[src/rtl/move_controller.sv]
// move_controller: converts mouse pixel coordinates and left-clicks into
// pick_piece / place_piece strobes plus a square address for chess_board.
// Tracks the side to move, validates picks by piece colour and drops by the
// possible_moves mask, counts completed moves and freezes once a win is flagged.
// Optional feature macro: TURN_ENFORCE_EN (restricts picks to the side to move).
module move_controller #(
   parameter int BOARD_X0 = 0,
   parameter int BOARD_Y0 = 0,
   parameter int SQ_SHIFT = 6
) (
   input  logic        clk,
   input  logic        rst,
   input  logic [11:0] xpos,
   input  logic [11:0] ypos,
   input  logic        mouse_left,
   input  logic [3:0]  piece_code,
   input  logic [63:0] possible_moves,
   input  logic        white_win,
   input  logic        black_win,
   output logic [5:0]  query_pos,
   output logic [5:0]  figure_position,
   output logic        pick_piece,
   output logic        place_piece,
   output logic        side_to_move,
   output logic        sel_valid,
   output logic [5:0]  sel_pos,
   output logic        illegal_click,
   output logic [9:0]  move_count
);

   typedef enum logic [2:0] {
      IDLE   = 3'd0,
      LOOKUP = 3'd1,
      CHECK  = 3'd2,
      HOLD   = 3'd3,
      OVER   = 3'd4
   } state_t;

   state_t      state;
   logic [2:0]  ml_sync;
   logic        click;
   logic [11:0] dx;
   logic [11:0] dy;
   logic [11:0] col_full;
   logic [11:0] row_full;
   logic        on_board;
   logic [5:0]  sq;
   logic        is_white;
   logic        is_black;
   logic        pickable;

   // Move counter stops at its maximum instead of wrapping.
   function automatic logic [9:0] sat_inc(input logic [9:0] v);
      return (v == 10'd1023) ? v : v + 10'd1;
   endfunction

   // Two-stage synchroniser plus one delayed copy for rising-edge detection.
   always_ff @(posedge clk or negedge rst) begin
      if (!rst) ml_sync <= 3'b000;
      else      ml_sync <= {ml_sync[1:0], mouse_left};
   end

   assign click = ml_sync[1] & ~ml_sync[2];

   // Pixel to square mapping; anything left of / above the origin or past the
   // eighth file/rank is off-board.
   always_comb begin
      dx       = xpos - 12'(BOARD_X0);
      dy       = ypos - 12'(BOARD_Y0);
      col_full = dx >> SQ_SHIFT;
      row_full = dy >> SQ_SHIFT;
      on_board = (xpos >= 12'(BOARD_X0)) && (ypos >= 12'(BOARD_Y0)) &&
                 (col_full <= 12'd7) && (row_full <= 12'd7);
      sq       = {row_full[2:0], col_full[2:0]};
   end

   // Piece colour classification; 0 and D (highlight) count as empty.
   always_comb begin
      is_white = (piece_code >= 4'd1) && (piece_code <= 4'd6);
      is_black = (piece_code >= 4'd7) && (piece_code <= 4'd12);
`ifdef TURN_ENFORCE_EN
      pickable = side_to_move ? is_black : is_white;
`else
      pickable = is_white | is_black;
`endif
   end

   // Main FSM with registered strobes; a win flag overrides every state.
   always_ff @(posedge clk or negedge rst) begin
      if (!rst) begin
         state           <= IDLE;
         query_pos       <= 6'd0;
         figure_position <= 6'd0;
         pick_piece      <= 1'b0;
         place_piece     <= 1'b0;
         side_to_move    <= 1'b0;
         sel_valid       <= 1'b0;
         sel_pos         <= 6'd0;
         illegal_click   <= 1'b0;
         move_count      <= 10'd0;
      end else begin
         pick_piece    <= 1'b0;
         place_piece   <= 1'b0;
         illegal_click <= 1'b0;
         if (white_win || black_win) begin
            state <= OVER;
         end else begin
            case (state)
               IDLE: begin
                  if (click && on_board) begin
                     query_pos <= sq;
                     state     <= LOOKUP;
                  end
               end
               LOOKUP: state <= CHECK;
               CHECK: begin
                  if (pickable) begin
                     pick_piece      <= 1'b1;
                     figure_position <= query_pos;
                     sel_pos         <= query_pos;
                     sel_valid       <= 1'b1;
                     state           <= HOLD;
                  end else begin
                     illegal_click <= 1'b1;
                     state         <= IDLE;
                  end
               end
               HOLD: begin
                  if (click && on_board) begin
                     if (sq == sel_pos) begin
                        place_piece     <= 1'b1;
                        figure_position <= sel_pos;
                        sel_valid       <= 1'b0;
                        state           <= IDLE;
                     end else if (possible_moves[sq]) begin
                        place_piece     <= 1'b1;
                        figure_position <= sq;
                        sel_valid       <= 1'b0;
                        side_to_move    <= ~side_to_move;
                        move_count      <= sat_inc(move_count);
                        state           <= IDLE;
                     end else begin
                        illegal_click <= 1'b1;
                     end
                  end
               end
               OVER:    state <= OVER;
               default: state <= IDLE;
            endcase
         end
      end
   end

endmodule
[config.mk]
export PLATFORM = sky130hd
export DESIGN_NAME = move_controller
export DESIGN_NICKNAME = d
export VERILOG_FILES = /design/src/rtl/move_controller.sv
export SDC_FILE = /design/constraint.sdc
export NUM_CORES = 1
export LEC_CHECK = 0
export ABC_CLOCK_PERIOD_IN_PS = 4300
export BUFFER_PORTS_ARGS = -buffer_cell sky130_fd_sc_hd__buf_2
export CAP_MARGIN = 20
export CORE_AREA = 2 2 103 105
export DETAILED_ROUTE_END_ITERATION = 7
export DIE_AREA = 0 0 105 107
export PLACE_DENSITY_LB_ADDON = 0.12
export SLEW_MARGIN = 10
export SYNTH_ARGS = -nofsm -noshare
export SYNTH_HDL_FRONTEND = slang
export SYNTH_SLANG_ARGS = --single-unit
[constraint.sdc]
create_clock -name clk -period 4.3 [get_ports clk]
set_clock_uncertainty 0.1 [all_clocks]
set_input_delay 0.645 -clock clk [delete_from_list [all_inputs] [get_ports clk]]
set_output_delay 0.645 -clock clk [all_outputs]
set_load 0.02 [all_outputs]
## After elaboration in Yosys (flattened, before gate mapping)

Cells that the tools add are included.
Widths: inputs -> output; s select.

- Add/subtract/negate cells: 1
- $mul: 0
- Div/mod/pow operators: 0
- Magnitude comparators: 9
- Equality and inequality tests: 12
- Shift-type cells: 0
- Multiplexer cells: 33
- Bitwise operators: 7
- Reduce and logical (&&, ||, !) cells: 15

Operators by type and width:

| operator | number |
|---|---|
| $ge 12x1->1 const B | 2 |
| $mux 6 | 4 |
| $mux 1 | 18 |
| $mux 3 | 5 |
| $pmux 3 s5 | 1 |
| $le 6x3->1 const B | 2 |
| $pmux 6 s2 | 1 |
| $add 10x1->10 const B | 1 |
| $eq 10x10->1 const B | 1 |
| $reduce_and 5->1 | 2 |
| $ne 3x3->1 const B | 3 |
| $reduce_and 3->1 | 3 |
| $lt 6x7->1 const B | 1 |
| $bmux 1 s6 | 1 |
| $eq 3x2->1 const B | 2 |
| $eq 6x6->1 | 1 |
| $logic_and 1x1->1 | 6 |
| $reduce_and 6->1 | 1 |
| $not 1->1 | 5 |
| $ge 4x1->1 const B | 1 |
| $ge 4x3->1 const B | 1 |
| $le 4x3->1 const B | 1 |
| $le 4x4->1 const B | 1 |
| $ne 2x2->1 const B | 2 |
| 10 further kinds | 11 |

- Bits in registers: 39
- Latch bits: 0
- RAM bits: 0
- Memory bits (read-only): 0
- Input port bits: 97
- Output and inout bits: 33
- Logic and storage cells: 88
- Memories: 0

## Logic depth before layout (Yosys ltp)

Gate-level depths: netlist of the first run.

- Depth in word-level cells: 8
- Depth in mapped cells: 10
- Depth with buffers taken out: 8

## Least setup slack after synthesis of the first run

OpenSTA, ideal clock, no wires.

- Path kind: input to register
- From: in xpos[6]
- To: reg figure_position[0]
- Library setup time: 0.123 ns
- Arrival time: 2.397 ns
- Data required time: 4.077 ns
- Slack: 1.680 ns
- Stages: 8
- Buffers on the path: 1
- Path through: buf_6 -> mux4_2 -> mux2_2 -> a2bb2oi_1 -> and4_4 -> a21oi_4 -> a31oi_4 -> o221a_2

- Longest elaborated chain between the ends: 7
- Elaborated cells on any way between the ends: 16
- Classes of those cells: order compare (2); eq/ne (3); mux (6); reduce/logical (5)

Ends and longest elaborated chain:

| what | RTL line | source |
|---|---|---|
| from (decl) | 13 | `input logic [11:0] xpos,` |
| $ge 12x1->1 | 72 | `on_board = (xpos >= 12'(BOARD_X0)) && (ypos >= 12'(BOARD_Y0)) &&` |
| $logic_and 1x1->1 (2 in a row) | 72 |  |
| $logic_and 1x1->1 | 73 | `(col_full <= 12'd7) && (row_full <= 12'd7);` |
| $logic_and 1x1->1 | 129 | `if (click && on_board) begin` |
| $ne 2x2->1 (no line) | n/a |  |
| $reduce_and 5->1 (no line) | n/a |  |
| to (signal assigned) | 119 | `figure_position <= query_pos;` |
| to (signal assigned) | 132 | `figure_position <= sel_pos;` |
| to (signal assigned) | 137 | `figure_position <= sq;` |
| to (decl) | 21 | `output logic [5:0] figure_position,` |

Several ways; a longest one is shown, not always the timed one. The select of a mux whose other input is x is not followed.
A chain may end at the register's enable or synchronous reset.

## Final worst setup path of the first run

- From: in xpos[6]
- To: reg figure_position[4]

Same word-level chain as after synthesis.

==> results_dict.tcl, run 1 <==
set metrics [dict create \
    outcome "completed" \
    power.ir.vdd_worst_mv 0.110 \
    antenna-diode-count 0 \
    yosys.cell_count.top_type "sky130_fd_sc_hd__dfrtp_1" \
    gr-usage-all-layers_pct 12.7 \
    die_area_um2 11200 \
    grt_first_pass_wirelength_um 11200 \
    total_power_uw 806 \
    internal_power_uw 620 \
    fin_setup_tns_ps 0 \
    layout-drive-gt1-share_pct 48.6 \
    crit_buf_inv 1 \
    power.share.clock_pct 39.3 \
    cts_tree "yes" \
    vias_per_cell 4.58 \
    grt_antenna_before_repair 0 \
    dominant_combinational_cell_family_by_area_after_synthesis "multiplexers" \
    drt_first_iter_violations 60 \
    rrSetupSlack_ps 1640 \
    worst_r2r_endpoint "move_count[1]" \
    reg2reg_depth 6 \
    timing_worst_setup_path_type "in2reg" \
    period_share_pct 66.9 \
    worstPathMaxFanout 20 \
    drt-wirelength-per-cell_um 15.1 \
    first_global_vias 2146 \
    launching_point_of_the_worst_reg2reg_path "ml_sync[2]" \
    ys.flop_type "sky130_fd_sc_hd__dfrtp_1" \
    cts.sinks 39 \
    post-place-ws_ps 1080 \
    holdCritPathClass "reg2reg" \
    ys_warn_count 0 \
    area_share_of_xor_xnor_cells_in_the_synthesized_design_pct 6.02 \
    post-route-drc-count 0 \
    mean_instance_size_in_the_synthesized_netlist_um2 12.0 \
    route.vias.total 2092 \
    multi_input_area_um2 1350 \
    cts_setup_buffers 0 \
    yosys.cell_types.count 53 \
    max_freq_mhz 348 \
    cp.arrival_ps 2950 \
    synth-adder-area-share_pct 0.510 \
    first_pass_iters 4 \
    share_of_synthesized_flip_flops_with_an_asynchronous_set_or_reset_pct 100 \
    hpwlAfterDp_um 5350 \
    design.portCount 130 \
    slew_headroom_pct 39.2 \
    routed_wirelength_um 6880 \
    timing.final.crit_period_ps 2870 \
    synth_seq_area_share_pct 39.8 \
    crit_path_cell_trace "buf_2 > mux4_1 > mux2_2 > a2bb2oi_1 > and4_4 > a21oi_4 > a31oi_4 > o221a_2" \
    dieHeight_um 107 \
    clkSlewWorstSetupHoldPaths_ps 80 \
    core_area_um2 10100 \
    hold_ws_ps 252 \
    power.leakage_uw 0.00164 \
    cp_data_required_time_ps 4380 \
    post_cts_resized 0 \
    min_to "ml_sync[1]" \
    grt_setup_unrepaired "false" \
    clock_tree_buffer_depth 2 \
    synth-compound-area-share_pct 11.6 \
    synth-simple-area-share_pct 15.4 \
    synth_top_area_share_pct 39.8 \
    switching_power_uw 187 \
    max-cap-violations 0 \
    report.final.setup_viol 0 \
    pwr-share-comb_pct 15.1 \
    p_per_area_nw_per_um2 248 \
    synth.largest_area_cell "sky130_fd_sc_hd__dfrtp_1" \
    fin_ws_ps 1430 \
    port-buffer-count 117 \
    clock_latency_ps 290 \
    initial_utilization_pct 24.3 \
    cts_htree_levels 2 \
    synthCells 205 \
    power.share.switching_pct 23.2 \
    maxSlewViolCount 0 \
    synthTopCellsByArea "sky130_fd_sc_hd__dfrtp_1, sky130_fd_sc_hd__mux4_2, sky130_fd_sc_hd__mux2i_1" \
    layout_area_growth_over_synthesis_pct 32.3 \
    min-delay-start "ml_sync[0]" \
    max_stage_delay_ps 620 \
    critical-path-top-delay-family "multiplexers" \
    syn-cell-area_um2 2450 \
    hold_buffers 0 \
    globalplace.congestion 0.729 \
    core.rowCount 37 \
    critPathCaptureType "flop" \
    final-seq-area_um2 976 \
    final_hold_viol_count 0 \
    post_synth_mux_area_share_pct 21.6 \
    seqPwrFrac_pct 45.7 \
    pin_count_of_the_biggest_net_entering_global_routing 40 \
    worst_pin_slew_ps 912 \
    synth.net_count 303 \
    yosys_register_bits 39 \
    timing.hold.worst_path_depth 0 \
    fp.dieW_um 105 \
    grt_overflow 0 \
    number_of_enable_type_register_cells_in_the_synthesized_netlist 0 \
    yosys-top-cells-count "sky130_fd_sc_hd__dfrtp_1, sky130_fd_sc_hd__nand2_1, sky130_fd_sc_hd__mux2i_1" \
    fillerInstances 1103 \
    timing.critical_path.slowest_stage_cell "sky130_fd_sc_hd__mux4_1" \
    cts_made_buffers 5 \
    critPathLaunchType "input pin" \
    final_nets 418 \
    cts.root.buffer_cell "sky130_fd_sc_hd__clkbuf_8" \
    drt.antenna.violating_nets 0 \
]
==> layout by cell type, fill, tap and decap left out, types with 6 or more instances in the layout <==
| cell | netlist | routed |
|---|---|---|
| sky130_fd_sc_hd__buf_2 | 0 | 117 |
| sky130_fd_sc_hd__clkbuf_8 | 0 | 6 |
| sky130_fd_sc_hd__dfrtp_1 | 39 | 39 |
| sky130_fd_sc_hd__inv_1 | 7 | 7 |
| sky130_fd_sc_hd__mux2_2 | 9 | 9 |
| sky130_fd_sc_hd__mux2i_1 | 14 | 14 |
| sky130_fd_sc_hd__mux4_2 | 7 | 7 |
| sky130_fd_sc_hd__nand2_1 | 18 | 18 |
| sky130_fd_sc_hd__nand2b_1 | 6 | 6 |
| sky130_fd_sc_hd__nand4_1 | 6 | 6 |
| sky130_fd_sc_hd__nor2_1 | 8 | 8 |
| sky130_fd_sc_hd__xnor2_1 | 7 | 7 |
| sky130_fd_sc_hd__xor2_1 | 8 | 8 |
==> cell families after synthesis <==
group,count (synthesis)
AO/OA/AOI/OAI,30
XOR/XNOR,16
adder cells (fa/ha/maj),1
buffers and inverters,18
flip-flops,39
multiplexers,35
AND/OR/NAND/NOR,66
==> registers in the layout, summed over array words and instances (netlist names) <==
| register | flops |
|---|---|
| query_pos | 6 |
| sel_pos | 6 |
| illegal_click | 1 |
| ml_sync | 3 |
| sel_valid | 1 |
| place_piece | 1 |
| side_to_move | 1 |
| pick_piece | 1 |
| move_count | 10 |
| state | 3 |
| figure_position | 6 |
==> worst reg2reg max path: stages, from the launching register on <==
cell,delay [ps]
sky130_fd_sc_hd__dfrtp_1,360
sky130_fd_sc_hd__nor4b_1,510
sky130_fd_sc_hd__nand4_1,300
sky130_fd_sc_hd__a2111oi_0,530
sky130_fd_sc_hd__nand4_1,220
sky130_fd_sc_hd__nand2_4,190
sky130_fd_sc_hd__mux2_2,350
==> layout make-up <==
cell class / count / share of cell area, %
repair buffers: 118 / 18.3
multi-input cells: 148 / 41.7
well taps: 136 / 5.24
clock buffers: 6 / 2.54
flip-flops and latches: 39 / 30.1
clock inverters: 2 / 1.08
inverters: 8 / 1.08
==> metal layers <==
metal  vias to the layer above  part of all wire, %  track usage [%]
met4                         0                 0.55             3.43
met5                         -                    0                0
met3                         2                  7.2             3.83
met1                      1017                   42             15.8
li1                       1003                    -                -
met2                        70                   50             21.5
==> power groups by stage <==
stage | Combinational [uW] | Clock (uW) | Sequential (uW)
finish | 122 | 317 | 368
global route | 135 | 353 | 369
CTS | 125 | 331 | 368
detailed placement | 124 | 0 | 376
global placement | 123 | 0 | 376
floorplan | 71.0 | 0 | 376
==> metrics by stage <==
| stage | area [um2] | util [%] | std cells |
|---|---|---|---|
| CTS | 3250 | 32.2 | 457 |
| global placement | 3130 | 31.0 | 449 |
| detailed placement | 3130 | 31.0 | 449 |
| finish | 3250 | 32.2 | 457 |
| global route | 3250 | 32.2 | 457 |
| floorplan | 2450 | - | 205 |
==> worst max path at each step <==
stage | depth (start not counted) | startpoint | end | slack [ps]
after detailed placement | 8 | xpos[6] | figure_position[5] | 1080
final | 8 | xpos[6] | figure_position[4] | 1430
after global placement | 8 | xpos[6] | figure_position[5] | 1070
after global routing | 8 | xpos[6] | figure_position[4] | 1290
after CTS | 8 | xpos[6] | figure_position[4] | 1380
after floorplan | 8 | xpos[6] | figure_position[0] | 1680
Power figures use the tool's default switching activity.
==> run 2: changes to the inputs <==
--- a/config.mk
+++ b/config.mk
@@ -5,7 +5,7 @@
 export SDC_FILE = /design/constraint.sdc
 export NUM_CORES = 1
 export LEC_CHECK = 0
-export ABC_CLOCK_PERIOD_IN_PS = 4300
+export ABC_CLOCK_PERIOD_IN_PS = 2600
 export BUFFER_PORTS_ARGS = -buffer_cell sky130_fd_sc_hd__buf_2
 export CAP_MARGIN = 20
 export CORE_AREA = 2 2 103 105
==> constraint.sdc (replaced) <==
create_clock -name clk -period 2.6 [get_ports clk]
set_clock_uncertainty 0.1 [all_clocks]
set_input_delay 0.39 -clock clk [delete_from_list [all_inputs] [get_ports clk]]
set_output_delay 0.39 -clock clk [all_outputs]
set_load 0.02 [all_outputs]
==> results_dict.tcl, run 2 (same netlist as run 1, synthesis figures left out) <==
set metrics [dict create \
    holdCritPathClass "in2reg" \
    maxSlewViolCount 0 \
    final-seq-area_um2 976 \
    worstPathMaxFanout 10 \
    critPathMostFrequentCell "sky130_fd_sc_hd__nand4_1" \
    post-place-ws_ps -64.5 \
    flip_flop_count_of_the_largest_register_all_copies_and_words_added 10 \
    first_global_vias 2181 \
    drt-wirelength-per-cell_um 14.5 \
    critPathCaptureType "flop" \
    grt_antenna_before_repair 0 \
    critPathLaunchType "flop" \
    gr-usage-all-layers_pct 12.6 \
    pin_count_of_the_biggest_net_entering_global_routing 40 \
    seqPwrFrac_pct 47.4 \
    dieHeight_um 107 \
    outcome "completed" \
    switching_power_uw 308 \
    internal_power_uw 978 \
    drt_first_iter_violations 74 \
    max_flop_register "move_count" \
    crit_buf_inv 1 \
    clkSlewWorstSetupHoldPaths_ps 80 \
    power.share.clock_pct 35.0 \
    rrSetupSlack_ps 200 \
    critical-path-top-delay-family "simple AND/OR/NAND/NOR gates" \
    crit_path_cell_trace "nor4b_1 > buf_4 > nand4_1 > a2111oi_1 > nand4_1 > nand2_4 > mux2_2" \
    fillerInstances 1084 \
    fp.dieW_um 105 \
    drt.antenna.violating_nets 0 \
    final_hold_viol_count 0 \
    power.share.switching_pct 24.0 \
    launching_point_of_the_worst_reg2reg_path "ml_sync[2]" \
    p_per_area_nw_per_um2 376 \
    power.ir.vdd_worst_mv 0.229 \
    clock_tree_buffer_depth 2 \
    hpwlAfterDp_um 5540 \
    max_stage_delay_ps 460 \
    design.portCount 130 \
    post-route-drc-count 0 \
    grt_first_pass_wirelength_um 11200 \
    routed_wirelength_um 6920 \
    report.final.setup_viol 0 \
    cp.arrival_ps 2470 \
    worst_setup_path_endpoint "move_count[1]" \
    max-cap-violations 0 \
    period_share_pct 92.2 \
    vias_per_cell 4.47 \
    timing.critical_path.depth 7 \
    hold_buffers 0 \
    cts_made_buffers 5 \
    layout-drive-gt1-share_pct 51.3 \
    cp_data_required_time_ps 2680 \
    die_area_um2 11200 \
    port-buffer-count 117 \
    core_area_um2 10100 \
    slew_headroom_pct 38.2 \
    clock_latency_ps 290 \
    reg2reg_depth 7 \
    cts.root.buffer_cell "sky130_fd_sc_hd__clkbuf_8" \
    layout_area_growth_over_synthesis_pct 39.3 \
    route.vias.total 2131 \
    cts_tree "yes" \
    total_power_uw 1290 \
    critPathLaunch "ml_sync[2]" \
    timing.final.crit_period_ps 2400 \
    worst_r2r_endpoint "move_count[1]" \
    timing_worst_setup_path_type "reg2reg" \
    final_nets 438 \
    final_common_cell "sky130_fd_sc_hd__buf_2" \
    cts.sinks 39 \
    cts_setup_buffers 0 \
    most-common-layout-cells "sky130_fd_sc_hd__buf_2, sky130_fd_sc_hd__dfrtp_1, sky130_fd_sc_hd__nand2_1, sky130_fd_sc_hd__buf_4, sky130_fd_sc_hd__mux2i_1" \
    antenna-diode-count 0 \
    fin_ws_ps 204 \
    first_pass_iters 4 \
    power.leakage_uw 0.00175 \
    grt_setup_unrepaired "false" \
    worst_pin_slew_ps 926 \
    pwr-share-comb_pct 17.6 \
    grt_overflow 0 \
    globalplace.congestion 0.755 \
    max_freq_mhz 417 \
    initial_utilization_pct 24.3 \
    multi_input_area_um2 1360 \
    timing.critical_path.slowest_stage_cell "sky130_fd_sc_hd__a2111oi_1" \
    cts_htree_levels 2 \
    core.rowCount 37 \
]
run 2: area by class of cell:
type | count | area share [%]
Clock buffer | 8 | 2.93
Inverter | 8 | 1.03
Multi-Input combinational cell | 148 | 39.7
Sequential cell | 39 | 28.6
Tap cell | 136 | 4.98
Timing Repair Buffer | 138 | 22.8
run 2: per-layer routing:
layer / track usage [%] / vias up / wire (um)
li1: - / 1044 / -
met1: 15.8 / 1014 / 3100
met2: 21.4 / 68 / 3320
met3: 3.65 / 5 / 444
met4: 2.95 / 0 / 58
met5: 0 / - / 0
run 2: repair_timing:
item,4_1_cts,5_1_grt
hold endpoints to repair,0,0
resized for setup,0,1
endpoints found under the setup margin,0,2
run 2: power by group through the flow:
stage	clock network [uW]	registers (uW)	logic [uW]
after floorplan	0	621	117
after global placement	0	621	230
after detailed placement	0	621	231
after CTS	474	609	233
after global routing	504	609	249
final	451	609	226
run 2: worst min path at each step:
stage / start / to / slack [ps] / cells past startpoint
floorplan: rst / figure_position[0] / -6 / 0
global placement: ml_sync[0] / ml_sync[1] / 230 / 0
detailed placement: ml_sync[0] / ml_sync[1] / 230 / 0
CTS: mouse_left / ml_sync[0] / 90 / 1
global route: mouse_left / ml_sync[0] / 90 / 1
finish: mouse_left / ml_sync[0] / 100 / 1
run 2: per-stage QoR:
stage	TNS (ps)	hold slack (ps)	instances	instance area [um2]	util (%)
after global routing	0	90.7	477	3420	33.9
after floorplan	0	-5.59	205	2450	-
final	0	102	477	3420	33.9
after CTS	0	92.2	477	3420	33.8
after detailed placement	-272	235	469	3320	32.9
after global placement	-138	234	469	3320	32.9
==> run 3: changes to the inputs <==
--- a/config.mk
+++ b/config.mk
@@ -11,7 +11,8 @@
 export CORE_AREA = 2 2 103 105
 export DETAILED_ROUTE_END_ITERATION = 7
 export DIE_AREA = 0 0 105 107
-export PLACE_DENSITY_LB_ADDON = 0.12
+export PLACE_DENSITY = 0.56
+export SETUP_SLACK_MARGIN = 0.1
 export SLEW_MARGIN = 10
 export SYNTH_ARGS = -nofsm -noshare
 export SYNTH_HDL_FRONTEND = slang
==> results_dict.tcl, run 3 (same netlist as run 1, synthesis figures left out) <==
set metrics [dict create \
    outcome "completed" \
    layout-drive-gt1-share_pct 51.2 \
    crit_buf_inv 1 \
    max_stage_delay_ps 400 \
    pin_count_of_the_biggest_net_entering_global_routing 40 \
    design.portCount 130 \
    multi_input_area_um2 1360 \
    timing.critical_path.slowest_stage_cell "sky130_fd_sc_hd__a2111oi_2" \
    slew_headroom_pct 40.7 \
    fin_setup_tns_ps 0 \
    min_to "ml_sync[0]" \
    grt_setup_unrepaired "false" \
    report.final.setup_viol 0 \
    dpl.cell_count 464 \
    holdCritPathClass "in2reg" \
    cts_made_buffers 5 \
    clock_latency_ps 290 \
    vias_per_cell 4.55 \
    max_flop_register "move_count" \
    final_nets 433 \
    drt_first_iter_violations 75 \
    die_area_um2 11200 \
    grt_overflow 0 \
    globalplace.congestion 0.795 \
    first_global_vias 2181 \
    maxSlewViolCount 0 \
    hpwlAfterDp_um 5480 \
    drt.antenna.violating_nets 0 \
    worst_pin_slew_ps 889 \
    worstPathMaxFanout 10 \
    flip_flop_count_of_the_largest_register_all_copies_and_words_added 10 \
    timing.hold.worst_path_depth 1 \
    post-route-drc-count 0 \
    initial_utilization_pct 24.3 \
    final_hold_viol_count 0 \
    rrSetupSlack_ps 200 \
    total_power_uw 1340 \
    fin_ws_ps 205 \
    final_common_cell "sky130_fd_sc_hd__buf_2" \
    cts_tree "yes" \
    layout_area_growth_over_synthesis_pct 37.9 \
    final-seq-area_um2 976 \
    reg2reg_depth 7 \
    core.rowCount 37 \
    worst_r2r_endpoint "move_count[1]" \
    cp_data_required_time_ps 2680 \
    max-cap-violations 0 \
    most-common-layout-cells "sky130_fd_sc_hd__buf_2, sky130_fd_sc_hd__dfrtp_1, sky130_fd_sc_hd__nand2_1" \
    drt-wirelength-per-cell_um 14.6 \
    cts.sinks 39 \
    grt_first_pass_wirelength_um 11100 \
    launching_point_of_the_worst_reg2reg_path "ml_sync[2]" \
    period_share_pct 92.1 \
    critical-path-top-delay-family "simple AND/OR/NAND/NOR gates" \
    cp.arrival_ps 2470 \
    routed_wirelength_um 6890 \
    route.vias.total 2146 \
    fp.dieW_um 105 \
    cts.root.buffer_cell "sky130_fd_sc_hd__clkbuf_8" \
    timing_worst_setup_path_type "reg2reg" \
    grt_antenna_before_repair 0 \
    dieHeight_um 107 \
    power.leakage_uw 0.00172 \
    cts_setup_buffers 0 \
    critPathLaunchType "flop" \
    core_area_um2 10100 \
    timing.final.crit_period_ps 2400 \
    gr-usage-all-layers_pct 12.4 \
    first_pass_iters 4 \
    final_cell_count_no_fill 472 \
    fillerInstances 1073 \
    power.ir.vdd_worst_mv 0.200 \
    max_freq_mhz 417 \
    cts_htree_levels 2 \
    critPathCaptureType "flop" \
    post-place-ws_ps -68.8 \
    port-buffer-count 117 \
    final_area_um2 3380 \
    standard_cell_area_after_detailed_placement_um2 3270 \
    critPathMostFrequentCell "sky130_fd_sc_hd__nand4_1" \
    antenna-diode-count 0 \
    crit_path_cell_trace "nor4b_1 > buf_4 > nand4_1 > a2111oi_2 > nand4_1 > nand2_4 > mux2_2" \
    clkSlewWorstSetupHoldPaths_ps 80 \
    p_per_area_nw_per_um2 395 \
    clock_tree_buffer_depth 2 \
    min-delay-start "mouse_left" \
]
run 3: through the flow:
stage	util (%)	hold slack, ps
2_1_floorplan	-	-5.59
3_3_place_gp	32.4	231
3_5_place_dp	32.4	236
4_1_cts	33.5	92.8
5_1_grt	33.5	81.1
6_report	33.5	107
run 3: worst max path at each step:
stage,endpoint,depth (start not counted),slack [ps],from
after CTS,move_count[1],7,130,ml_sync[2]
after global placement,figure_position[5],8,-20,xpos[6]
after detailed placement,figure_position[4],8,-70,xpos[6]
after floorplan,figure_position[0],8,230,xpos[6]
final,move_count[1],7,200,ml_sync[2]
after global routing,move_count[1],7,70,ml_sync[2]
run 3: layout make-up:
type	count	area share, %
clock inverter	3	1.29
sequential	39	28.8
clock buffer	5	2.03
multi-input combinational	148	40.2
timing repair buffer	133	21.6
tap	136	5.03
inverter	8	1.04
run 3: timing repair:
| item | in CTS | in global routing |
|---|---|---|
| gates resized for setup | 1 | 1 |
| hold buffers | 0 | 0 |
| setup endpoints to repair | 2 | 10 |
run 3: power by group:
part / internal (uW) / switching [uW]
registers: 608 / 0.648
logic: 120 / 97.3
clock network: 286 / 226
total: 1010 / 324
run 3: metal layers:
layer | vias up | GRT usage, % | share of wire (%)
li1 | 1032 | - | -
met1 | 1039 | 15.0 | 43
met2 | 71 | 21.6 | 49
met3 | 4 | 3.89 | 7.3
met4 | 0 | 2.67 | 0.68
met5 | - | 0 | 0
